### config.mk
export PLATFORM = sky130hd
export DESIGN_NAME = board_number_sequencer
export DESIGN_NICKNAME = d
export VERILOG_FILES = /design/src/rtl/board_number_sequencer.sv
export SDC_FILE = /design/constraint.sdc
export NUM_CORES = 1
export LEC_CHECK = 0
export CAP_MARGIN = 10
export CORE_MARGIN = 10
export CORE_UTILIZATION = 49
export DETAILED_ROUTE_END_ITERATION = 8
export PLACE_DENSITY = 0.89
export SKIP_LAST_GASP = 1
export SYNTH_ARGS = -nofsm -noshare
export SYNTH_HDL_FRONTEND = slang
export SYNTH_SLANG_ARGS = --single-unit
export TNS_END_PERCENT = 100
### constraint.sdc
create_clock -name clk -period 2.2 [get_ports clk]
set_input_delay 0.55 -clock clk [delete_from_list [all_inputs] [get_ports clk]]
set_output_delay 0.55 -clock clk [all_outputs]
set_load 0.02 [all_outputs]
### src/rtl/board_number_sequencer.sv
// -----------------------------------------------------------------------------
// board_number_sequencer
//
// Walks the 16 cells of the 4x4 sliding-puzzle board in raster order. For each
// non-blank tile it clears and then enables the selected number-glyph drawer
// for one fixed drawing window. The drawer's pixel coordinates are registered
// onto the VGA adapter write port. A one-cycle done pulse closes the frame.
//
// Ports
//   clk           system clock, rising edge
//   reset         asynchronous, active-high
//   start         single-cycle redraw request (ignored unless idle)
//   tile_addr     board store read address, row*4+col
//   tile_value    board store read data (combinational, same cycle)
//   glyph_sel     selects which glyph drawer's outputs come back
//   glyph_x/y     cell origin for the drawer
//   glyph_enable  drawer enable
//   glyph_resetn  drawer reset, active-low
//   pix_x/y       selected drawer pixel coordinates
//   vga_x/y       VGA plot coordinates
//   vga_colour    VGA plot colour (constant)
//   vga_plot      VGA write strobe
//   busy          frame in progress
//   done          one-cycle frame-complete pulse
// -----------------------------------------------------------------------------
module board_number_sequencer #(
   parameter logic [7:0] BOARD_X0    = 8'd20,
   parameter logic [6:0] BOARD_Y0    = 7'd0,
   parameter int         CELL        = 30,
   parameter int         DRAW_CYCLES = 141,
   parameter logic [2:0] FG_COLOUR   = 3'b111
) (
   input  logic       clk,
   input  logic       reset,
   input  logic       start,
   output logic [3:0] tile_addr,
   input  logic [3:0] tile_value,
   output logic [3:0] glyph_sel,
   output logic [7:0] glyph_x,
   output logic [6:0] glyph_y,
   output logic       glyph_enable,
   output logic       glyph_resetn,
   input  logic [7:0] pix_x,
   input  logic [6:0] pix_y,
   output logic [7:0] vga_x,
   output logic [6:0] vga_y,
   output logic [2:0] vga_colour,
   output logic       vga_plot,
   output logic       busy,
   output logic       done
);

   typedef enum logic [2:0] {
      S_IDLE,
      S_FETCH,
      S_CLEAR,
      S_DRAW,
      S_NEXT,
      S_DONE
   } state_t;

   localparam logic [7:0] CELL_X   = 8'(CELL);
   localparam logic [6:0] CELL_Y   = 7'(CELL);
   localparam logic [7:0] LAST_CNT = 8'(DRAW_CYCLES - 1);

   state_t     state_q, state_d;
   logic [3:0] idx_q;
   logic [7:0] draw_cnt_q;
   logic [3:0] glyph_sel_q;
   logic [7:0] glyph_x_q;
   logic [6:0] glyph_y_q;
   logic [7:0] vga_x_q;
   logic [6:0] vga_y_q;
   logic       vga_plot_q;

   logic [7:0] origin_x;
   logic [6:0] origin_y;

   // Column selects x, row selects y.
   assign origin_x = BOARD_X0 + ({6'd0, idx_q[1:0]} * CELL_X);
   assign origin_y = BOARD_Y0 + ({5'd0, idx_q[3:2]} * CELL_Y);

   // ---------------------------------------------------------------------------
   // State register
   // ---------------------------------------------------------------------------
   // NOTE: clocked state uses non-blocking assignments so every register
   // samples pre-edge values regardless of process evaluation order.
   always_ff @(posedge clk or posedge reset) begin
      if (reset) begin
         state_q <= S_IDLE;
      end else begin
         state_q <= state_d;
      end
   end

   // ---------------------------------------------------------------------------
   // Next-state logic
   // ---------------------------------------------------------------------------
   // NOTE: state_d gets a default before the case so no path leaves it
   // unassigned, which would otherwise infer a latch.
   always_comb begin
      state_d = state_q;
      unique case (state_q)
         S_IDLE:  if (start) state_d = S_FETCH;
         S_FETCH: state_d = (tile_value == 4'd0) ? S_NEXT : S_CLEAR;
         S_CLEAR: state_d = S_DRAW;
         S_DRAW:  if (draw_cnt_q == LAST_CNT) state_d = S_NEXT;
         S_NEXT:  state_d = (idx_q == 4'd15) ? S_DONE : S_FETCH;
         S_DONE:  state_d = S_IDLE;
         default: state_d = S_IDLE;
      endcase
   end

   // ---------------------------------------------------------------------------
   // State-decoded outputs
   // ---------------------------------------------------------------------------
   // Drawer reset is held only in IDLE and CLEAR, so each drawing window is
   // preceded by exactly one reset cycle and a mid-frame reset drops it at once.
   always_comb begin
      glyph_resetn = 1'b1;
      glyph_enable = 1'b0;
      busy         = 1'b1;
      done         = 1'b0;
      unique case (state_q)
         S_IDLE: begin
            glyph_resetn = 1'b0;
            busy         = 1'b0;
         end
         S_CLEAR: glyph_resetn = 1'b0;
         S_DRAW:  glyph_enable = 1'b1;
         S_DONE:  done         = 1'b1;
         default: ;
      endcase
   end

   // ---------------------------------------------------------------------------
   // Sequencing datapath
   // ---------------------------------------------------------------------------
   always_ff @(posedge clk or posedge reset) begin
      if (reset) begin
         idx_q       <= 4'd0;
         draw_cnt_q  <= 8'd0;
         glyph_sel_q <= 4'd0;
         glyph_x_q   <= 8'd0;
         glyph_y_q   <= 7'd0;
      end else begin
         unique case (state_q)
            S_IDLE: if (start) idx_q <= 4'd0;
            S_FETCH: begin
               glyph_sel_q <= tile_value;
               glyph_x_q   <= origin_x;
               glyph_y_q   <= origin_y;
            end
            S_CLEAR: draw_cnt_q <= 8'd0;
            S_DRAW:  draw_cnt_q <= draw_cnt_q + 8'd1;
            S_NEXT:  if (idx_q != 4'd15) idx_q <= idx_q + 4'd1;
            default: ;
         endcase
      end
   end

   // ---------------------------------------------------------------------------
   // Plot path: one-cycle registered copy of the drawer output, so the plot
   // strobe trails DRAW by one cycle and the last plot lands in NEXT.
   // ---------------------------------------------------------------------------
   always_ff @(posedge clk or posedge reset) begin
      if (reset) begin
         vga_x_q    <= 8'd0;
         vga_y_q    <= 7'd0;
         vga_plot_q <= 1'b0;
      end else begin
         vga_x_q    <= pix_x;
         vga_y_q    <= pix_y;
         vga_plot_q <= (state_q == S_DRAW);
      end
   end

   assign tile_addr  = idx_q;
   assign glyph_sel  = glyph_sel_q;
   assign glyph_x    = glyph_x_q;
   assign glyph_y    = glyph_y_q;
   assign vga_x      = vga_x_q;
   assign vga_y      = vga_y_q;
   assign vga_plot   = vga_plot_q;
   assign vga_colour = FG_COLOUR;

endmodule

Word-level counts from Yosys, hierarchy flattened

Index checks and enable logic that the tools add are counted.

Register bits after elaboration: 49
Input port bits: 22
Logic and storage cells: 45

Add/subtract/negate cells: 3
Multipliers: 2
Eq/ne operators: 11
Multiplexer cells: 13
Reductions and logical operators: 7

Operators with widths:

| operator                                                           | count |
|---|---|
| 8-bit case mux with 2 select lines                                 | 1 |
| 3-bit case mux with 5 select lines                                 | 1 |
| 2-bit by 4-bit multiplier with 6-bit output, second input constant | 2 |
| 3-bit 2-to-1 mux                                                   | 4 |
| 5-bit by 7-bit adder with 8-bit output, first input constant       | 1 |
| 8-bit by 1-bit adder with 8-bit output, second input constant      | 1 |
| 8-bit == test, second input constant                               | 1 |
| 4-bit 2-to-1 mux                                                   | 2 |
| 4-bit case mux with 2 select lines                                 | 1 |
| 3-bit by 2-bit == test with 1-bit output, second input constant    | 2 |
| 3-bit == test, second input constant                               | 2 |
| 2-bit inequality test, second input constant                       | 3 |
| 4-bit by 1-bit adder with 4-bit output, second input constant      | 1 |
| 4-bit == test, second input constant                               | 1 |
| 4-bit logical NOT                                                  | 1 |
| 1-bit 2-to-1 mux                                                   | 4 |
| 4-bit inequality test, second input constant                       | 1 |
| 2-bit nonzero test                                                 | 2 |
| 3-bit by 1-bit == test with 1-bit output, second input constant    | 1 |
| 3-bit logical NOT                                                  | 1 |
| 3-bit AND reduction                                                | 1 |
| 2-bit AND reduction                                                | 1 |
| 2-bit OR reduction                                                 | 1 |

Depth between registers and ports, before layout

Word-level depth: 3
Depth in mapped cells: 6
Gate-level depth less buffers: 5

Worst setup path before layout

Ideal clock, no wire load.

Kind: register to output
Start point: register state_q[2]
End point: output done
Data arrival time: 1.212 ns
Path slack: 0.438 ns
Stages on the path, launching flop included: 3
Path buffers: 1
Cells stage by stage: dfrtp_1 clkbuf_1 nor3b_1

Longest elaborated chain between the ends: 2

Ends and longest elaborated chain:

| what                   | RTL line | text |
|---|---|---|
| start, declared        | 66       | `state_t state_q, state_d;` |
| start signal, assigned | 92       | `state_q <= state_d;` |
| 3-bit == test          | 124      | `unique case (state_q)` |
| 1-bit 2-to-1 mux       | 124      |  |
| end, declared          | 50       | `output logic done` |

No other way between the ends.

Worst setup path in the final report

Start point: register state_q[2]
End point: output glyph_resetn

Longest elaborated chain between the ends: 3

Ends and longest elaborated chain:

| what                                                                          | RTL line | text |
|---|---|---|
| 3-bit by 2-bit == test with 1-bit output or 3-bit logical NOT (tied branches) | 124      |  |
| 2-bit OR reduction (no line) (*)                                              | -        |  |
| 1-bit 2-to-1 mux (*)                                                          | 124      |  |
| end, declared                                                                 | 42       | `output logic glyph_resetn,` |

Mark *: on every way between the ends. The rest lies on a longest branch, timed or not.

==> results.py <==
metrics = {
    "timing": {
        "setup-tns-final_ps": 0,
        "slew_viol_final": 0,
        "setup_violations": 0,
        "rsz0062_at_grt": "no",
        "finalHoldViolCount": 0,
        "finalCritPeriodShare_pct": 96.01,
        "fmax_mhz": 473.5,
        "period_minus_slack_ps": 2112,
        "max_slew_margin_pct": 44.35,
        "finClkSkew_ps": 9.134,
        "max_slew.worst_pin.slew_ps": 834.8,
    },
    "cts": {
        "clock_path_buffers": 2,
        "cts_tree": "yes",
        "cts_sinks": 47,
        "clkTransAtPathRegs_ps": 80,
        "numCtsBuffers": 5,
        "root_buffer": "clkbuf_8",
        "clk_latency_ps": 310,
        "h-tree-depth": 2,
    },
    "die": {
        "pin_count": 68,
        "design.core.area_um2": 4086,
        "start_util_pct": 51.99,
        "dieArea_um2": 7369,
        "fp.dieH_um": 85.85,
        "rows": 23,
        "die_w_um": 85.85,
    },
    "critical_path": {
        "crit_buf_inv": 1,
        "slowest_stage": "clkdlybuf4s50_1",
        "start_kind": "flop",
        "criticalPathCategory": "flop to output pin",
        "worst_setup_path_end_kind": "output pin",
        "slowest_delay_ps": 540,
        "path_cells": "or2_2 > clkdlybuf4s50_1",
        "arrival_ps": 1560,
        "required_ps": 1650,
        "worstPathMaxFanout": 5,
        "critPathTopFamily": "buffers and inverters",
    },
    "yosys": {
        "ys_seq_area_share_pct": 55.36,
        "synthAdderAreaFrac_pct": 6.478,
        "synth_top_family_by_area": "simple AND/OR/NAND/NOR gates",
        "synth_seq_cells": 47,
        "synth_compound_area_share_pct": 10.84,
        "synth_xor_xnor_area_share_pct": 0.4122,
        "synthCells": 186,
        "netlist_area_um2": 2125,
        "ys_warn_count": 0,
        "synth-simple-area-share_pct": 12.96,
        "synthMuxAreaShare_pct": 6.478,
        "synth.distinct_cells": 43,
        "avgSynthCellArea_um2": 11.42,
    },
    "placed_design": {
        "dpl.hpwl_mm": 3.774,
        "portBuffers": 62,
        "gp_congestion": 0.8447,
        "place_inst": 293,
    },
    "detailed_routing": {
        "wl_per_cell_um": 16.03,
        "drc": 0,
        "vias_per_cell": 5.302,
        "drtPass1Iterations": 4,
        "drtAntennaViolNets": 0,
        "drt-total-wl_mm": 4.826,
        "num_vias": 1596,
        "drt_iter0_markers": 64,
    },
    "final_layout": {
        "final_cell_count_no_fill": 301,
        "diodes": 0,
        "finalCoreUtilization_pct": 70.91,
        "nets": 283,
        "drive_above_1_share_pct": 11.95,
        "seqCellArea_um2": 1176,
        "multi_input_area_um2": 808.3,
        "fillers": 317,
        "areaGrowthSynthToFinish_pct": 36.40,
    },
    "power": {
        "switchingPower_mw": 1.247,
        "clkPwrFrac_pct": 19.1,
        "p_total_mw": 3.346,
        "leakagePower_nw": 1.317,
        "internal_power_mw": 2.100,
        "power_density_nw_per_um2": 1155,
        "power_frac_seq_pct": 36.3,
        "combPwrFrac_pct": 44.6,
        "p_sw_share_pct": 37.25,
        "ir_worst_vdd_mv": 0.6507,
    },
    "global_routing": {
        "grt_pass1_wl_mm": 8.079,
        "grt_antenna_before_repair": 0,
        "grt_pass1_vias": 1637,
        "grt.total_usage_pct": 13.63,
        "grt-ovfl-total": 0,
        "grt_max_degree": 29,
    },
    "worst_hold_path": {
        "hold_class": "flop to flop",
    },
    "run_status": {
        "status": "complete, no violations",
    },
    "run": {
        "cap_violations": 0,
    },
}
-- tightest hold or removal path: cells and delay by family (launching register included) --
kind	cells	cell delay, ps
AO/OA/AOI/OAI	1	60
flip-flops	1	350
AND/OR/NAND/NOR	1	50
-- layer usage --
layer	up-vias	part of all wire, %	GRT usage (%)
met3	10	9.2	6.433
met1	764	38	13.85
met4	0	1.9	5.090
li1	767	-	-
met5	-	0	0
met2	55	51	23.77
-- logic make-up after synthesis --
group / Yosys count
DFF: 47
adders and majority gates: 11
and+or+nand+nor: 52
AOI/OAI and AO/OA: 35
buffers and inverters: 27
muxes: 11
other: 2
xor gates and xnor gates: 1
-- layout make-up --
class                      count  share of cell area [%]
timing repair buffer          70                   23.92
clock buffer                   5                   2.375
sequential                    47                   40.59
multi-input combinational    115                   27.89
inverter                      11                   1.425
clock inverter                 3                   1.641
tap                           50                   2.159
-- power by group through the flow --
stage	combinational [mW]	sequential, mW	clock (mW)
after floorplan	0.807	1.36	0
after global placement	1.48	1.22	0
after detailed placement	1.53	1.23	0
after CTS	1.51	1.22	0.665
after global routing	1.65	1.25	0.705
final	1.49	1.22	0.639
-- flip-flops by register name, indices dropped and copies added (netlist names) --
signal and cells:
draw_cnt_q 8, vga_x 8, vga_plot 1, tile_addr 4
vga_y 7, glyph_sel 4, glyph_x 7, state_q 3
glyph_y 5
-- per-stage QoR --
step / setup slack [ps] / cell area, um2 / hold WS [ps]
6_report: 87.86 / 2898 / 489.9
5_1_grt: 29.16 / 2898 / 525.5
4_1_cts: 10.83 / 2895 / 497.7
3_5_place_dp: 220.8 / 2781 / 478.6
3_3_place_gp: 310.7 / 2781 / 462.8
2_1_floorplan: 438.2 / 2136 / 484.4
-- cell usage in the layout (no fill, tap or decap), types with 2 or more instances in the layout --
| master | count |
|---|---|
| nor2b_1 | 2 |
| nor2_1 | 2 |
| buf_4 | 7 |
| nand2_1 | 20 |
| nor3_1 | 3 |
| nand2b_1 | 3 |
| mux2_4 | 4 |
| a21oi_1 | 3 |
| clkbuf_8 | 5 |
| o21ai_0 | 15 |
| mux2_2 | 6 |
| nand4_1 | 2 |
| inv_1 | 10 |
| a22o_1 | 3 |
| ha_1 | 11 |
| nand3_1 | 6 |
| o22ai_1 | 3 |
| clkdlybuf4s50_1 | 59 |
| dlygate4sd2_1 | 2 |
| o211ai_1 | 3 |
| or4_1 | 3 |
| conb_1 | 5 |
| dfrtp_1 | 47 |
| and3_1 | 2 |
-- cells in the mapped netlist --
library cell | count | share of area [%]
a32o_1 | 1 | 0.47
inv_1 | 11 | 1.9
mux2i_1 | 1 | 0.47
or2_2 | 1 | 0.29
or3b_1 | 1 | 0.41
mux2_4 | 4 | 2.8
and3_1 | 2 | 0.59
nor4_1 | 1 | 0.29
a2111o_1 | 1 | 0.53
nand4_1 | 2 | 0.59
a22o_1 | 3 | 1.2
a41oi_1 | 1 | 0.41
a221o_1 | 1 | 0.47
buf_6 | 2 | 1.1
o21a_1 | 1 | 0.35
nand3_1 | 6 | 1.4
nand3b_1 | 1 | 0.35
clkbuf_1 | 4 | 0.71
or3b_2 | 1 | 0.41
a211oi_1 | 1 | 0.35
nor2_1 | 2 | 0.35
o22ai_1 | 3 | 0.88
and4_1 | 1 | 0.41
buf_2 | 1 | 0.24
a31o_2 | 1 | 0.41
dfrtp_1 | 47 | 55
buf_4 | 9 | 3.2
mux2_2 | 6 | 3.2
o21ai_0 | 15 | 3.5
o211ai_1 | 3 | 1.1
or3_1 | 1 | 0.29
nor3b_1 | 1 | 0.35
nand4b_1 | 1 | 0.41
nor3_1 | 3 | 0.71
nand2_1 | 20 | 3.5
nor2b_1 | 2 | 0.59
a221oi_1 | 1 | 0.41
ha_1 | 11 | 6.5
nand2b_1 | 3 | 0.88
xor2_1 | 1 | 0.41
or4_1 | 3 | 1.1
conb_1 | 2 | 0.35
a21oi_1 | 3 | 0.71
-- worst paths after layout --
check,slack [ps],start,depth (start not counted),end
min in group asynchronous,560,reset,2,glyph_y[6]
worst min register to register,490,glyph_x[4],2,glyph_x[4]
worst max register to register,290,state_q[2],5,glyph_y[1]
max in group asynchronous,1140,reset,3,glyph_x[4]
worst min-delay path,490,glyph_x[4],2,glyph_x[4]
worst max-delay path,90,state_q[2],2,glyph_resetn
-- timing repair --
item / CTS / global route
gates resized for setup: 2 / 1
gates cloned: 0 / 0
setup buffers: 0 / 0
hold endpoints to repair: 0 / 0
hold buffers: 0 / 0
endpoints found under the setup margin: 2 / 1
Note: power is estimated with default switching activity, not from simulation.
